==> src/rtl/parity_frame_rx_if.sv <==
// Serial-in / word-out bundle for the parity frame receiver.
// master drives the serial line and observes results; slave is the receiver.
// All result signals are registered inside the receiver.
interface parity_frame_rx_if #(
    parameter int DATA_W = 4
) ();
    logic              rx;
    logic [DATA_W-1:0] data_out;
    logic              parity_out;
    logic              frame_done;
    logic              parity_err;
    logic              frame_err;
    logic              busy;

    modport master (
        output rx,
        input  data_out,
        input  parity_out,
        input  frame_done,
        input  parity_err,
        input  frame_err,
        input  busy
    );

    modport slave (
        input  rx,
        output data_out,
        output parity_out,
        output frame_done,
        output parity_err,
        output frame_err,
        output busy
    );
endinterface

==> src/rtl/parity_frame_rx.sv <==
// Serial frame receiver: start, DATA_W data bits LSB-first, parity, stop; reports word, parity and errors.
// Latency: results and frame_done are registered one cycle after the mid-bit stop sample.
// No backpressure: frame_done is a one-cycle strobe and results hold until the next frame completes.
module parity_frame_rx #(
    parameter int DATA_W       = 4,
    parameter int CLKS_PER_BIT = 16,
    parameter int ODD          = 0
) (
    input  logic              clk,
    input  logic              rst,
    parity_frame_rx_if.slave  bus
);

    // Counter spans one bit period; bit index spans the data word.
    localparam int CW = (CLKS_PER_BIT > 1) ? $clog2(CLKS_PER_BIT) : 1;
    localparam int BW = (DATA_W > 1) ? $clog2(DATA_W) : 1;

    localparam logic [CW-1:0] HALF_M1  = CW'(CLKS_PER_BIT / 2 - 1);
    localparam logic [CW-1:0] FULL_M1  = CW'(CLKS_PER_BIT - 1);
    localparam logic [BW-1:0] LAST_BIT = BW'(DATA_W - 1);
    localparam logic          ODD_BIT  = (ODD != 0);

    localparam logic [2:0] S_IDLE      = 3'd0;
    localparam logic [2:0] S_START     = 3'd1;
    localparam logic [2:0] S_DATA      = 3'd2;
    localparam logic [2:0] S_PARITY    = 3'd3;
    localparam logic [2:0] S_STOP      = 3'd4;
    localparam logic [2:0] S_WAIT_HIGH = 3'd5;

    logic              rx_meta;
    logic              rx_s;
    logic [2:0]        state;
    logic [2:0]        state_nxt;
    logic [CW-1:0]     cnt;
    logic [BW-1:0]     bit_idx;
    logic [DATA_W-1:0] shreg;
    logic              par_s;

    logic              start_pt;
    logic              bit_pt;
    logic              data_pt;
    logic              parity_pt;
    logic              stop_pt;
    logic              last_data;

    logic [DATA_W-1:0] data_out_r;
    logic              parity_out_r;
    logic              frame_done_r;
    logic              parity_err_r;
    logic              frame_err_r;

    // Two-flop synchronizer; resets to the idle-high line level so reset never looks like a start bit.
    always_ff @(posedge clk or posedge rst) begin
        if (rst) begin
            rx_meta <= 1'b1;
            rx_s    <= 1'b1;
        end else begin
            rx_meta <= bus.rx;
            rx_s    <= rx_meta;
        end
    end

    // Sample-point strobes: mid start bit for the false-start check, then one full bit period apart.
    always_comb begin
        start_pt  = (state == S_START) && (cnt == HALF_M1);
        bit_pt    = (cnt == FULL_M1);
        data_pt   = (state == S_DATA)   && bit_pt;
        parity_pt = (state == S_PARITY) && bit_pt;
        stop_pt   = (state == S_STOP)   && bit_pt;
        last_data = (bit_idx == LAST_BIT);
    end

    // Next-state decode; the stop bit level decides whether the line must recover before re-arming.
    always_comb begin
        state_nxt = state;
        case (state)
            S_IDLE: begin
                if (!rx_s) begin
                    state_nxt = S_START;
                end
            end
            S_START: begin
                if (start_pt) begin
                    state_nxt = rx_s ? S_IDLE : S_DATA;
                end
            end
            S_DATA: begin
                if (data_pt && last_data) begin
                    state_nxt = S_PARITY;
                end
            end
            S_PARITY: begin
                if (parity_pt) begin
                    state_nxt = S_STOP;
                end
            end
            S_STOP: begin
                if (stop_pt) begin
                    state_nxt = rx_s ? S_IDLE : S_WAIT_HIGH;
                end
            end
            S_WAIT_HIGH: begin
                if (rx_s) begin
                    state_nxt = S_IDLE;
                end
            end
            default: begin
                state_nxt = S_IDLE;
            end
        endcase
    end

    // State register.
    always_ff @(posedge clk or posedge rst) begin
        if (rst) begin
            state <= S_IDLE;
        end else begin
            state <= state_nxt;
        end
    end

    // Bit-period counter: held at zero while waiting for a line edge, restarted at every sample point.
    always_ff @(posedge clk or posedge rst) begin
        if (rst) begin
            cnt <= '0;
        end else if ((state == S_IDLE) || (state == S_WAIT_HIGH)) begin
            cnt <= '0;
        end else if (start_pt || bit_pt) begin
            cnt <= '0;
        end else begin
            cnt <= cnt + 1'b1;
        end
    end

    // Data bit index: cleared when the start bit is confirmed, advanced on each data sample.
    always_ff @(posedge clk or posedge rst) begin
        if (rst) begin
            bit_idx <= '0;
        end else if (start_pt) begin
            bit_idx <= '0;
        end else if (data_pt && !last_data) begin
            bit_idx <= bit_idx + 1'b1;
        end
    end

    // Capture data bits LSB-first and the parity bit, only at their sample points.
    always_ff @(posedge clk or posedge rst) begin
        if (rst) begin
            shreg <= '0;
            par_s <= 1'b0;
        end else begin
            if (data_pt) begin
                shreg[bit_idx] <= rx_s;
            end
            if (parity_pt) begin
                par_s <= rx_s;
            end
        end
    end

    // Publish the frame at the stop sample; results hold until the next completed frame.
    always_ff @(posedge clk or posedge rst) begin
        if (rst) begin
            data_out_r   <= '0;
            parity_out_r <= 1'b0;
            frame_done_r <= 1'b0;
            parity_err_r <= 1'b0;
            frame_err_r  <= 1'b0;
        end else begin
            frame_done_r <= stop_pt;
            if (stop_pt) begin
                data_out_r   <= shreg;
                parity_out_r <= par_s;
                parity_err_r <= (par_s != ((^shreg) ^ ODD_BIT));
                frame_err_r  <= ~rx_s;
            end
        end
    end

    assign bus.data_out   = data_out_r;
    assign bus.parity_out = parity_out_r;
    assign bus.frame_done = frame_done_r;
    assign bus.parity_err = parity_err_r;
    assign bus.frame_err  = frame_err_r;
    // busy follows the state register, so it drops on the same edge frame_done rises.
    assign bus.busy       = (state != S_IDLE);

endmodule

==> src/flat_wrapper.sv <==
// flat-port wrapper written by rule: the top's interface ports become plain ports
module parity_frame_rx_flat 
#(
    parameter int DATA_W       = 4,
    parameter int CLKS_PER_BIT = 16,
    parameter int ODD          = 0
)
  (clk, rst, bus_rx, bus_data_out, bus_parity_out, bus_frame_done, bus_parity_err, bus_frame_err, bus_busy);
  parity_frame_rx_if #(.DATA_W(DATA_W)) bus_i ();
  input  logic clk;
  input  logic rst;
  input wire logic [$bits(bus_i.rx)-1:0] bus_rx;
  output wire logic [$bits(bus_i.data_out)-1:0] bus_data_out;
  output wire logic [$bits(bus_i.parity_out)-1:0] bus_parity_out;
  output wire logic [$bits(bus_i.frame_done)-1:0] bus_frame_done;
  output wire logic [$bits(bus_i.parity_err)-1:0] bus_parity_err;
  output wire logic [$bits(bus_i.frame_err)-1:0] bus_frame_err;
  output wire logic [$bits(bus_i.busy)-1:0] bus_busy;
  assign bus_i.rx = bus_rx;
  assign bus_data_out = bus_i.data_out;
  assign bus_parity_out = bus_i.parity_out;
  assign bus_frame_done = bus_i.frame_done;
  assign bus_parity_err = bus_i.parity_err;
  assign bus_frame_err = bus_i.frame_err;
  assign bus_busy = bus_i.busy;
  parity_frame_rx #(.DATA_W(DATA_W), .CLKS_PER_BIT(CLKS_PER_BIT), .ODD(ODD)) u_core (.clk(clk), .rst(rst), .bus(bus_i));
endmodule
==> config.mk <==
export PLATFORM = sky130hd
export DESIGN_NAME = parity_frame_rx_flat
export DESIGN_NICKNAME = d
export VERILOG_FILES = /design/src/rtl/parity_frame_rx_if.sv /design/src/rtl/parity_frame_rx.sv /design/src/flat_wrapper.sv
export SDC_FILE = /design/constraint.sdc
export NUM_CORES = 1
export LEC_CHECK = 0
export ABC_AREA = 1
export BUFFER_PORTS_ARGS = -buffer_cell sky130_fd_sc_hd__buf_2
export CAP_MARGIN = 20
export CORE_ASPECT_RATIO = 0.7
export CORE_UTILIZATION = 55
export DETAILED_ROUTE_END_ITERATION = 12
export GPL_ROUTABILITY_DRIVEN = 1
export GPL_TIMING_DRIVEN = 1
export PLACE_DENSITY = 0.75
export RECOVER_POWER = 100
export SETUP_SLACK_MARGIN = 0.2
export SLEW_MARGIN = 30
export SYNTH_ARGS = -nofsm -noshare
export SYNTH_HDL_FRONTEND = slang
export SYNTH_SLANG_ARGS = --single-unit
==> constraint.sdc <==
create_clock -name clk -period 1.5 [get_ports clk]
set_input_delay 0.225 -clock clk [delete_from_list [all_inputs] [get_ports clk]]
set_output_delay 0.225 -clock clk [all_outputs]
set_load 0.005 [all_outputs]
==> run metrics <==
Top Ports=12; FP Rows=13; clock skew=0.003288 ns; IO buf count=11; Synth Area in Adders=0.05051; Unique masters post-synth=24; Slew Viols, Final=0; WHS Path Cells=0; wire length per cell=11.84 um; DR iter-0 viols=44; Worst-Skew Late Latency=0.32 ns; most common cell type on the critical path=nand2_1; Most used DFF post-synth=dfrtp_1; DRT antenna net count=0; routability cong.=0.8969; Final Hold Viols=0; unrepaired setup endpoints after global routing=yes; WHS Endpoint=u_core.rx_s; minimum clock period=1.422 ns; grt ovf=0; DRT Pass-1 Iters=4; FF-to-FF End=u_core.state[2]; Internal=1143 uW; share of layout cells above drive strength 1=0.2414; reg2reg start=u_core.cnt[1]; All-Layer GR Usage=0.2233; Fin Hold WS=0.3661 ns; area of the core=1984 um^2; area growth from synthesis to layout=18.89%; Async S/R FF share, synth=1.000; largest net degree at the start of global routing=14; Comb power frac=0.384; HP Start=u_core.rx_meta; Die W=58.72 um; NumNets Final=183; Mapped Area=1239 um^2; Worst setup EP type=register; final setup vio count=0; vias in the first global route=943; via count=1,045; die height=41.71 um; Arr. time, crit path=1.69 ns; actual slew at the worst max-slew pin=0.4370 ns; max-cap check violation count=0; post-synthesis mux area share=0; DP Wirelength=1.640 mm; Flop pwr share=0.433; Syn. warnings=0; final wirelength=2.415 mm; Pwr per Cell Area=1256 nW/um^2; Leak=0.0007618 uW; Hold Path Class=reg -> reg; H-tree Lvls=1; DRC errors left=0; critical path cell sequence=ha_4 > nand3_4 > o21ai_4 > nand2_1 > nor2_1 > nand3_1 > nand2_1; Post-Syn Nets=157; CP bufs+invs=0; Clock transition at path regs=0.13 ns; number of synthesized flops with an enable pin=0; Synth Area in Compound Gates=0.07273; initial core utilization=0.6242; Max Freq=703.2 MHz; CP Launch Type=register; Crit-path slowest cell=dfrtp_1; r2r worst-path depth=7; Crit Path Class=reg -> reg; sequential share of the synthesized area=0.4869; clock power share=0.183; sw frac=0.3819; TritonCTS clock tree=yes; Synth Area in Simple Gates=0.3040; Critical Path RT=1.76 ns; initial antenna violation count=0; worst IR drop on VDD=0.0007635 V; Diodes inserted=0; switching power=706.5 uW; clock tree buffer depth=2; mean instance size in the synthesized netlist=8.313 um^2; CTS root buf=clkbuf_4; clk sinks=24; vias per inst=5.123; TritonCTS buffer count=3; Reg2Reg Setup Slack=0.08 ns; Tcrit/Tclk final=0.9481; Slew HR=0.7083; largest family of logic cells by synthesized area=simple AND/OR/NAND/NOR gates; first-pass GRT wire length=4.084 mm; status=finished, final reports clean; Post-Synthesis Cells=149; Top Family by Delay on Critical Path=simple AND/OR/NAND/NOR gates; max incr delay on CP=0.42 ns; Fin Setup TNS=0 ns; die area=2449 um^2; xor-xnor portion of the synthesized cell area=0.02828; FF+latch count, synth=24; maximum fanout along the worst path=8
-- worst reg2reg max path, stage by stage, from the launching register on --
cell and delay (ns):
dfrtp_1 0.42, ha_4 0.17, nand3_4 0.13, o21ai_4 0.17, nand2_1 0.08, nor2_1 0.21
nand3_1 0.12, nand2_1 0.07
-- cell type report --
cell class                      instances  area (um^2)
Clock buffer                            4        36.28
Fill cell                             148        511.7
Inverter                               17        63.81
Multi-Input combinational cell        107        591.8
Sequential cell                        24        606.8
Tap cell                               30        37.54
Timing Repair Buffer                   22        136.4
-- per-stage QoR --
step                      setup WS [ns]  power [uW]    util  std cells  instance area, um^2
final                           0.07788        1850  0.7421        204                 1473
after global routing            0.03364        1974  0.7421        204                 1473
after global placement           0.1260        1351  0.6709        190                 1331
after floorplan                  0.2405        1257       -        149                 1239
after CTS                        0.1193        1808  0.7314        202                 1451
after detailed placement        0.08387        1366  0.6709        190                 1331
-- worst max-delay path by stage --
stage / start / end / cells after the start
CTS: u_core.state[1] / bus_busy / 3
global route: u_core.cnt[1] / u_core.state[2] / 7
global placement: u_core.cnt[0] / u_core.cnt[0] / 8
floorplan: u_core.cnt[0] / u_core.bit_idx[0] / 7
detailed placement: u_core.cnt[0] / u_core.state[2] / 7
finish: u_core.cnt[1] / u_core.state[2] / 7
-- cell families (layout without fill, tap and decap cells) --
family          count (synthesis)  after routing
buf+inv                        18             43
fa+ha+maj                       5              5
flops                          24             24
simple gates                   81             81
compound gates                 17             17
xor+xnor                        4              4
-- cells in the final DEF (no fill, tap or decap), types with 2 or more instances in the layout --
cell and n:
ha_1 3, dfrtp_2 3, inv_2 4, buf_4 6, nand2_1 51, a21oi_1 2
dlygate4sd3_1 2, o21ai_1 7, dfrtp_1 19, nand3_2 3, o21ai_0 6, nor2_1 10
buf_2 8, nand4_1 2, inv_1 13, xor2_1 3, nand3_1 5, dfstp_2 2
clkbuf_1 4, nor2_2 3, nand3b_1 2, clkbuf_4 3
-- registers in the layout, indices dropped and copies added, names as in the netlist, 2 cells and up --
name                 cells
u_core.state             3
u_core.cnt               4
u_core.bus.data_out      4
u_core.bit_idx           2
u_core.shreg             4
-- cells in the mapped netlist (3+ instances only) --
cell type,instances,area share
dfrtp_1,22,0.44
ha_1,5,0.051
inv_1,13,0.039
inv_2,4,0.012
nand2_1,52,0.16
nand3_1,5,0.020
nand3_2,3,0.024
nor2_1,11,0.033
o21ai_0,5,0.020
o21ai_1,8,0.032
xor2_1,3,0.021
-- per-layer routing --
layer	up-vias	GRT usage	routed length, um
li1	522	-	-
met5	-	0	0
met4	0	0.07143	13
met3	2	0.06854	178
met2	49	0.3409	1081
met1	472	0.3043	1142
-- power groups by stage --
stage / sequential (uW) / combinational [uW] / clock [uW]
after floorplan: 789 / 468 / 0
after CTS: 802 / 655 / 350
final: 801 / 709 / 339
after global routing: 811 / 789 / 373
after detailed placement: 837 / 529 / 0
after global placement: 835 / 515 / 0
-- repair_timing --
item	in CTS	in global routing
setup buffers	6	2
endpoints found under the setup margin	20	21
pin swaps	4	7
hold endpoints to repair	10	0
hold buffers	2	0
gates resized for setup	6	9
Note: power is estimated with default switching activity, not from simulation.
